## config.mk

```make
export PLATFORM = sky130hd
export DESIGN_NAME = mult_seq_ctrl
export DESIGN_NICKNAME = d
export VERILOG_FILES = /design/src/rtl/mult_seq_ctrl.sv
export SDC_FILE = /design/constraint.sdc
export NUM_CORES = 1
export LEC_CHECK = 0
export CAP_MARGIN = 20
export CORE_UTILIZATION = 46
export CTS_CLUSTER_DIAMETER = 150
export DETAILED_ROUTE_END_ITERATION = 8
export PLACE_DENSITY = 0.75
export REMOVE_ABC_BUFFERS = 1
export SETUP_SLACK_MARGIN = 0.4
export SYNTH_ARGS = -nofsm -noshare
export SYNTH_HDL_FRONTEND = slang
export SYNTH_SLANG_ARGS = --single-unit
```

## constraint.sdc

```tcl
create_clock -name i_clk -period 1.8 [get_ports i_clk]
set_input_delay 0.36 -clock i_clk [delete_from_list [all_inputs] [get_ports i_clk]]
set_output_delay 0.36 -clock i_clk [all_outputs]
set_load 0.02 [all_outputs]
```

## src/rtl/mult_seq_ctrl.sv

```systemverilog
// Sequencer for a shift-and-add sequential multiplier. It owns no operand
// data. It steps the datapath through load, conditional add, shift and
// optional negate, and reports busy/done/result_valid.
module mult_seq_ctrl #(
  parameter int unsigned WIDTH = 4,
  parameter int unsigned CNT_W = 3
) (
  input  logic             i_clk,
  input  logic             i_rst,
  input  logic             i_start,
  input  logic             i_mult_lsb,
  input  logic             i_sign_a,
  input  logic             i_sign_b,
  output logic             o_load,
  output logic             o_add_en,
  output logic             o_shift_en,
  output logic             o_neg_en,
  output logic             o_busy,
  output logic             o_done,
  output logic             o_result_valid,
  output logic [CNT_W-1:0] o_iter
);

  typedef enum logic [2:0] {
    S_IDLE  = 3'd0,
    S_LOAD  = 3'd1,
    S_TEST  = 3'd2,
    S_ADD   = 3'd3,
    S_SHIFT = 3'd4,
    S_FIX   = 3'd5,
    S_DONE  = 3'd6
  } state_t;

  state_t           r_state;
  state_t           w_state_nxt;
  logic [CNT_W-1:0] r_iter;
  logic             r_neg;
  logic [CNT_W-1:0] w_iter_inc;
  logic             w_last;

  logic r_load, r_add_en, r_shift_en, r_neg_en, r_busy, r_done, r_result_valid;
  logic w_load, w_add_en, w_shift_en, w_neg_en, w_busy, w_done;

  assign w_iter_inc = r_iter + CNT_W'(1);
  assign w_last     = (w_iter_inc == CNT_W'(WIDTH));

  // Next-state selection plus strobe decode of the upcoming state, so the
  // registered strobes line up exactly with the state they belong to.
  always_comb begin
    w_state_nxt = r_state;
    w_load      = 1'b0;
    w_add_en    = 1'b0;
    w_shift_en  = 1'b0;
    w_neg_en    = 1'b0;
    w_busy      = 1'b0;
    w_done      = 1'b0;
    case (r_state)
      S_IDLE:  if (i_start) w_state_nxt = S_LOAD;
      S_LOAD:  w_state_nxt = S_TEST;
      S_TEST:  w_state_nxt = i_mult_lsb ? S_ADD : S_SHIFT;
      S_ADD:   w_state_nxt = S_SHIFT;
      S_SHIFT: begin
        if (!w_last)    w_state_nxt = S_TEST;
        else if (r_neg) w_state_nxt = S_FIX;
        else            w_state_nxt = S_DONE;
      end
      S_FIX:   w_state_nxt = S_DONE;
      S_DONE:  w_state_nxt = S_IDLE;
      default: w_state_nxt = S_IDLE;
    endcase
    case (w_state_nxt)
      S_LOAD:  begin w_load     = 1'b1; w_busy = 1'b1; end
      S_TEST:  w_busy = 1'b1;
      S_ADD:   begin w_add_en   = 1'b1; w_busy = 1'b1; end
      S_SHIFT: begin w_shift_en = 1'b1; w_busy = 1'b1; end
      S_FIX:   begin w_neg_en   = 1'b1; w_busy = 1'b1; end
      S_DONE:  w_done = 1'b1;
      default: w_busy = 1'b0;
    endcase
  end

  // State, iteration count, sign flag and registered outputs.
  always_ff @(posedge i_clk) begin
    if (i_rst) begin
      r_state        <= S_IDLE;
      r_iter         <= '0;
      r_neg          <= 1'b0;
      r_load         <= 1'b0;
      r_add_en       <= 1'b0;
      r_shift_en     <= 1'b0;
      r_neg_en       <= 1'b0;
      r_busy         <= 1'b0;
      r_done         <= 1'b0;
      r_result_valid <= 1'b0;
    end else begin
      r_state    <= w_state_nxt;
      r_load     <= w_load;
      r_add_en   <= w_add_en;
      r_shift_en <= w_shift_en;
      r_neg_en   <= w_neg_en;
      r_busy     <= w_busy;
      r_done     <= w_done;
      if (r_state == S_LOAD) begin
        r_iter <= '0;
        r_neg  <= i_sign_a ^ i_sign_b;
      end else if (r_state == S_SHIFT) begin
        r_iter <= w_iter_inc;
      end
      // result_valid rises together with done and drops when the next load begins
      if (w_state_nxt == S_DONE)      r_result_valid <= 1'b1;
      else if (w_state_nxt == S_LOAD) r_result_valid <= 1'b0;
    end
  end

  assign o_load         = r_load;
  assign o_add_en       = r_add_en;
  assign o_shift_en     = r_shift_en;
  assign o_neg_en       = r_neg_en;
  assign o_busy         = r_busy;
  assign o_done         = r_done;
  assign o_result_valid = r_result_valid;
  assign o_iter         = r_iter;

endmodule

```

==> results.cfg, run 1 <==
[run_status]
status = completed

[setup_path]
r2r_start = o_iter[0]
end_kind = flip-flop
worstPathRequired_ns = 1.97
worstSetupStartpointType = flip-flop
crit_type = flip-flop to flip-flop
worstPathMaxFanout = 4
worst_ep_arrival_time_ns = 1.72
r2r-end = o_result_valid
r2r_setup_slack_ns = 0.25
rr_worst_depth = 6

[placement]
gp_congestion = 0.831
dpl.cell_count = 95
numPortBuffers = 15
dp_hpwl_um = 928

[timing]
worstMarginPinSlew_ns = 0.436
final_hold_viol_count = 0
finalMaxSlewViolations = 0
period_needed_ns = 1.55
period_share_pct = 86.4
slew_headroom_pct = 70.9
finalSetupViolCount = 0
grt_setup_unrepaired = yes
tns_ns = 0
fin_skew_ns = 0.00410
fmax_mhz = 643

[cells_and_area]
syn_to_final_growth_pct = 45.5
fin_util_pct = 71.9
final_cell_mix = dlygate4sd2_1, dfxtp_1, buf_4
final_nets = 98
antenna_cells = 0
fin_cells = 103
drive_gt1_share_pct = 34.1

[detailed_routing]
vias_per_cell = 5.46
post-route-drc-count = 0
first_pass_iters = 4
final_antenna_net_count = 0
drt_iter0_markers = 13
drt-total-wl_mm = 1.48
wl_per_cell_um = 14.4
num_vias = 562

[clock_network]
cts_tree = built
cts_buffer_depth = 2
hold_buffers = 0
clkSinkCount = 14
clk_pin_slew_ns = 0.07
cts_buffers = 3
h-tree-depth = 1
insertion_delay_ns = 0.27
clockRootBuffer = clkbuf_4

[yosys]
synth_top_cell_by_area = dfxtp_1
syn_area_per_cell_um2 = 9.60
synth.distinct_cells = 31
synth_area_um2 = 643
ys_ff_latch = 14
yosys-top-cells-area = dfxtp_1, nor2_1, ha_1
netlist_instances = 67
synth-seq-area-share_pct = 43.6
ys_warn_count = 0
synth_top_area_share_pct = 43.6

[floorplanning]
core_region_area_um2 = 1300
rows = 13
ios = 16
start_util_pct = 49.4
die_x_um = 39.4
die_h_um = 39.4
fp.dieArea_um2 = 1550

[global_routing]
grt_remaining_overflow = 0
grt_pass1_vias = 526
grt_pass1_wl_mm = 2.19
grtUsageTotal_pct = 21.8
grt_max_degree = 13
antenna_found_initial = 0

[worst_hold_path]
hold_start = o_result_valid
min_path_type = flip-flop to flip-flop
worstHoldEndpoint = o_result_valid
holdPathStages = 1

[flow_run]
maxCapViolations = 0

[power_and_ir_drop]
power.density_nw_per_um2 = 671
irDropWorstVdd_uv = 520
leakage_nw = 0.440
-- layer usage --
metal / up-vias / wire (um) / track usage, %
met5: - / 0 / 0
met4: 0 / 0 / 2.59
met3: 0 / 87 / 10.8
met2: 18 / 661 / 33.8
met1: 261 / 731 / 27.8
li1: 283 / - / -
-- stage by stage --
stage / hold slack [ns] / instance area (um^2) / worst slack, ns / power (W)
after floorplan: 0.425 / 612 / 0.0776 / 0.000404
after detailed placement: 0.517 / 796 / -0.0120 / 0.000448
after global routing: 0.563 / 936 / 0.206 / 0.000660
final: 0.538 / 936 / 0.246 / 0.000628
after global placement: 0.511 / 796 / 0.0174 / 0.000446
after CTS: 0.530 / 861 / 0.205 / 0.000616
-- worst max-delay path, stage by stage, from the launching register on --
cell and delay (ns):
dfxtp_4 0.38, ha_4 0.13, ha_4 0.14, nand2_4 0.05
a221o_1 0.38, o211a_1 0.16, o221a_1 0.21
-- area by class of cell --
cell class | instances | area [um^2]
multi-input cells | 44 | 393
inverters | 5 | 18.8
flip-flops and latches | 14 | 290
repair buffers | 22 | 193
well taps | 15 | 18.8
fillers | 100 | 365
clock buffers | 3 | 22.5
-- where the power goes --
group / total, W / internal (W) / switching [W]
clock: 0.000165 / 0.0000775 / 0.0000875
sequential: 0.000342 / 0.000321 / 0.0000209
combinational: 0.000121 / 0.0000590 / 0.0000625
-- synth_stat cells --
cell type  number
nor3_1          3
a221o_1         1
buf_2           1
inv_1           4
nand2_1         5
nor2b_1         1
xnor2_1         1
a21oi_1         3
o211a_1         1
nor4bb_1        1
ha_1            2
nor2_1          8
a22oi_1         2
a211oi_2        1
xor2_1          1
nor4_1          2
o32ai_1         1
dfxtp_1        14
nor2b_4         1
or2_4           1
clkbuf_1        1
inv_2           1
o221a_1         1
mux2i_1         2
o21ai_0         1
o22ai_1         1
buf_6           2
nand2b_4        1
a2bb2oi_1       1
o32a_1          1
a311oi_1        1
-- what timing repair did --
| action | CTS | global route |
|---|---|---|
| gates resized for setup | 21 | 13 |
| setup buffers | 2 | 3 |
| endpoints found under the setup margin | 18 | 10 |
| pin swaps | 1 | 3 |
-- logic make-up after synthesis --
logic type,after synthesis,share of synthesized area [%]
muxes,2,3.11
buffers and inverters,9,7.78
DFF,14,43.6
AOI/OAI and AO/OA,15,18.9
adders and majority gates,2,3.89
xor gates and xnor gates,2,2.72
and+or+nand+nor,23,20.0
-- worst max-delay path by stage --
| stage | startpoint | to | slack (ns) | cells after the start |
|---|---|---|---|---|
| final | o_iter[0] | o_result_valid | 0.25 | 6 |
| after global routing | o_iter[1] | o_busy | 0.21 | 7 |
| after CTS | o_iter[0] | o_result_valid | 0.21 | 6 |
| after detailed placement | i_mult_lsb | o_result_valid | -0.01 | 5 |
| after global placement | i_mult_lsb | o_result_valid | 0.02 | 5 |
| after floorplan | o_iter[0] | o_result_valid | 0.08 | 6 |
(Power assumes the default switching activity.)
==> inputs of run 2 (changes only) <==
--- a/config.mk
+++ b/config.mk
@@ -5,10 +5,10 @@
 export SDC_FILE = /design/constraint.sdc
 export NUM_CORES = 1
 export LEC_CHECK = 0
-export CAP_MARGIN = 20
 export CORE_UTILIZATION = 46
 export CTS_CLUSTER_DIAMETER = 150
 export DETAILED_ROUTE_END_ITERATION = 8
+export GPL_TIMING_DRIVEN = 0
 export PLACE_DENSITY = 0.75
 export REMOVE_ABC_BUFFERS = 1
 export SETUP_SLACK_MARGIN = 0.4
==> results.cfg, run 2 (same netlist as run 1, synthesis figures left out) <==
[timing]
period_needed_ns = 1.51
finalSetupViolCount = 0
finalMaxSlewViolations = 0
final_hold_viol_count = 0
setup_ws_ns = 0.287
grt_setup_unrepaired = yes
slew_headroom_pct = 68.7
whs_ns = 0.539
worstMarginPinSlew_ns = 0.468
tns_ns = 0
fmax_mhz = 661
fin_skew_ns = 0.00531
period_share_pct = 84.1

[floorplanning]
rows = 13
ios = 16
core_region_area_um2 = 1300
start_util_pct = 49.4
die_h_um = 39.4
fp.dieArea_um2 = 1550
die_x_um = 39.4

[clock_network]
clkSinkCount = 14
cts_buffers = 3
insertion_delay_ns = 0.28
hold_buffers = 0
clk_pin_slew_ns = 0.08
cts_tree = built
cts_buffer_depth = 2
clockRootBuffer = clkbuf_4
h-tree-depth = 1

[setup_path]
cp_slowest_cell = dfxtp_4
slowest_delay_ns = 0.37
worstPathMaxFanout = 2
worstPathRequired_ns = 1.98
worst_ep_arrival_time_ns = 1.69
path_common_cell = ha_4
crit_start = o_iter[0]
worstSetupStartpointType = flip-flop
rr_worst_depth = 6
cp-endpoint = o_result_valid
r2r-end = o_result_valid
critical_path.cell_chain = ha_4, ha_4, nand2_4, a221o_1, o211a_1, o221a_1
crit_type = flip-flop to flip-flop
r2r_setup_slack_ns = 0.29
r2r_start = o_iter[0]
end_kind = flip-flop

[global_routing]
grtUsageTotal_pct = 20.2
grt_remaining_overflow = 0
grt_pass1_vias = 471
grt_max_degree = 13
grt_pass1_wl_mm = 2.01
antenna_found_initial = 0

[power_and_ir_drop]
p_total_w = 0.000683
leakage_nw = 0.425
irDropWorstVdd_uv = 614
power.density_nw_per_um2 = 717

[flow_run]
maxCapViolations = 0

[detailed_routing]
first_pass_iters = 4
final_antenna_net_count = 0
wl_met3_um = 86
post-route-drc-count = 0
drt_iter0_markers = 12
wl_met1_um = 609
wl_per_cell_um = 13.8
num_vias = 555
drt-total-wl_mm = 1.39
wl_met2_um = 683
vias_per_cell = 5.50
highest_layer = met4

[worst_hold_path]
min_path_type = flip-flop to flip-flop
hold_start = o_result_valid

[run_status]
status = completed

[cells_and_area]
final_cell_mix = dfxtp_1, dlygate4sd2_1, nor2_1
syn_to_final_growth_pct = 48.1
antenna_cells = 0
final_common_cell = dfxtp_1
drive_gt1_share_pct = 36.0
final_nets = 95
nFillCells = 112
fin_util_pct = 73.2

[placement]
gp_congestion = 0.803
dpl_worst_slack_ns = -0.0601
dp_hpwl_um = 829
numPortBuffers = 15
## run 2: cell count changes in the layout (fill, tap and decap cells not counted), sizes merged
| cell | before | now |
|---|---|---|
| buf | 7 | 4 |
| clkbuf | 3 | 5 |
| clkdlybuf4s15 | 0 | 1 |
| dlygate4sd2 | 10 | 8 |
## run 2: how the worst min path moves through the flow
stage,end,depth (start not counted)
3_3_place_gp,r_neg,2
4_1_cts,r_neg,2
5_1_grt,o_result_valid,1
3_5_place_dp,r_neg,2
6_report,o_result_valid,1
2_1_floorplan,o_busy,1
## run 2: area by class of cell
class                      count  area (um^2)  share of cell area [%]
tap                           15         18.8                    1.97
sequential                    14          294                    30.9
timing repair buffer          19          171                    18.0
clock buffer                   4         36.3                    3.81
multi-input combinational     44          413                    43.4
inverter                       5         18.8                    1.97
## run 2: repair_timing
action | 4_1_cts | 5_1_grt
endpoints found under the setup margin | 18 | 10
gates resized for setup | 23 | 20
pin swaps | 3 | 6
buffers inserted | 3 | 1
## run 2: worst max-delay path, delay by kind of cell (launching register included)
kind | cells | cell delay (ns)
and+or+nand+nor | 1 | 0.04
AOI/OAI and AO/OA | 3 | 0.72
DFF | 1 | 0.37
adders and majority gates | 2 | 0.27
## run 2: report_power, final
group	internal, W	leakage (nW)	switching [W]	total, W
Clock	0.000123	0.0210	0.0000960	0.000219
Combinational	0.0000583	0.287	0.0000633	0.000122
Sequential	0.000321	0.117	0.0000213	0.000342
## run 2: routing by layer
layer / GRT usage, % / vias to the layer above
met5: 0 / -
met4: 7.76 / 0
met3: 8.52 / 2
met2: 30.8 / 16
li1: - / 276
met1: 24.8 / 261
## run 2: per-stage QoR
stage,instance area [um^2],std cells
2_1_floorplan,612,63
3_3_place_gp,781,93
3_5_place_dp,781,93
4_1_cts,873,100
5_1_grt,952,101
6_report,952,101
==> inputs of run 3 (changes only) <==
==> constraint.sdc (replaced) <==
create_clock -name i_clk -period 1.5 [get_ports i_clk]
set_input_delay 0.3 -clock i_clk [delete_from_list [all_inputs] [get_ports i_clk]]
set_output_delay 0.3 -clock i_clk [all_outputs]
set_load 0.02 [all_outputs]
==> results.cfg, run 3 (same netlist as run 1, synthesis figures left out) <==
[global_routing]
grt_max_degree = 13
antenna_found_initial = 0
grt_remaining_overflow = 0
grt_pass1_wl_mm = 2.12
grt_pass1_vias = 507
grtUsageTotal_pct = 21.2

[timing]
fin_skew_ns = 0.00843
slew_headroom_pct = 65.1
worstMarginPinSlew_ns = 0.523
final_hold_viol_count = 0
whs_ns = 0.471
setup_ws_ns = -0.0152
period_needed_ns = 1.52
fmax_mhz = 660
finalSetupViolCount = 1
grt_setup_unrepaired = yes
period_share_pct = 101
finalMaxSlewViolations = 0

[run_status]
failed_checks = negative setup slack
status = finished, violations left

[floorplanning]
core_region_area_um2 = 1300
ios = 16
fp.dieArea_um2 = 1550
start_util_pct = 49.4
die_x_um = 39.4
rows = 13
die_h_um = 39.4

[clock_network]
clkSinkCount = 14
clockRootBuffer = clkbuf_4
insertion_delay_ns = 0.28
clk_pin_slew_ns = 0.08
cts_buffer_depth = 2
hold_buffers = 0
h-tree-depth = 1
cts_tree = built
cts_buffers = 3

[power_and_ir_drop]
irDropWorstVdd_uv = 691
leakage_nw = 0.448
p_total_w = 0.000850
power.density_nw_per_um2 = 829

[setup_path]
crit_type = flip-flop to flip-flop
worst_ep_arrival_time_ns = 1.69
r2r-end = o_result_valid
rr_worst_depth = 6
slowest_delay_ns = 0.36
r2r_setup_slack_ns = -0.02
end_kind = flip-flop
crit_start = o_iter[0]
r2r_start = o_iter[0]
cp_slowest_cell = dfxtp_2
cp_num_buf_inv = 0
worstPathMaxFanout = 3
cp_top_family = compound AO/OA/AOI/OAI gates
worstPathRequired_ns = 1.68
critical_path.cell_chain = ha_4, ha_4, nand2_4, a221o_1, o211a_1, o221a_1
worstSetupStartpointType = flip-flop
path_common_cell = ha_4

[detailed_routing]
final_antenna_net_count = 0
vias_per_cell = 5.63
drt_iter0_markers = 23
num_vias = 591
post-route-drc-count = 0
first_pass_iters = 4
wl_per_cell_um = 16.3
drt-total-wl_mm = 1.72

[placement]
dpl.cell_count = 93
dp_hpwl_um = 829
gp_congestion = 0.803
dpl_worst_slack_ns = -0.300
numPortBuffers = 15

[cells_and_area]
syn_to_final_growth_pct = 59.5
final_cell_mix = dfxtp_1, nor2_1, buf_6, buf_2, buf_4
nFillCells = 91
drive_gt1_share_pct = 55.6
multi_input_area_um2 = 447
ff_latch_area_um2 = 295
final_nets = 99
final_common_cell = dfxtp_1
fin_cells = 105
antenna_cells = 0

[worst_hold_path]
worstHoldEndpoint = o_add_en
hold_start = i_mult_lsb
holdPathStages = 3
min_path_type = input pin to flip-flop

[flow_run]
maxCapViolations = 0
==> run 3: cell type report <==
| class | instances | area share [%] |
|---|---|---|
| well taps | 15 | 1.83 |
| repair buffers | 23 | 20.5 |
| multi-input cells | 44 | 43.5 |
| flip-flops and latches | 14 | 28.8 |
| inverters | 5 | 1.83 |
| clock buffers | 4 | 3.54 |
==> run 3: power by group <==
| group | internal (W) | switching (W) | leakage [nW] |
|---|---|---|---|
| sequential | 0.000385 | 0.0000227 | 0.118 |
| combinational | 0.0000861 | 0.0000933 | 0.310 |
| clock | 0.000148 | 0.000116 | 0.0210 |
| total | 0.000619 | 0.000232 | 0.448 |
==> run 3: worst max path at each step <==
stage / to / slack [ns] / depth (start not counted)
after detailed placement: o_result_valid / -0.30 / 5
final: o_result_valid / -0.02 / 6
after floorplan: o_result_valid / -0.22 / 6
after global routing: o_result_valid / -0.04 / 6
after global placement: o_result_valid / -0.26 / 5
after CTS: o_result_valid / 0.04 / 6
==> run 3: stage by stage <==
step	area, um^2	TNS, ns	util, %
6_report	1030	-0.0152	78.8
5_1_grt	1030	-0.0740	78.8
4_1_cts	868	0	66.7
3_5_place_dp	781	-1.43	60.0
3_3_place_gp	781	-1.25	60.0
2_1_floorplan	612	-0.636	-
==> run 3: layer usage <==
metal | global-route usage [%] | wire (um)
met3 | 8.52 | 91
met5 | 0 | 0
met4 | 9.48 | 21
met2 | 32.1 | 887
met1 | 26.0 | 715
==> run 3: worst register-to-register path, stage by stage (launching register included) <==
cell	delay, ns
dfxtp_2	0.36
ha_4	0.14
ha_4	0.14
nand2_4	0.07
a221o_1	0.34
o211a_1	0.16
o221a_1	0.21
==> run 3: timing repair <==
item,CTS,global route
buffers inserted,4,4
endpoints found under the setup margin,22,17
pin swaps,9,9
hold endpoints to repair,0,0
resized for setup,62,26
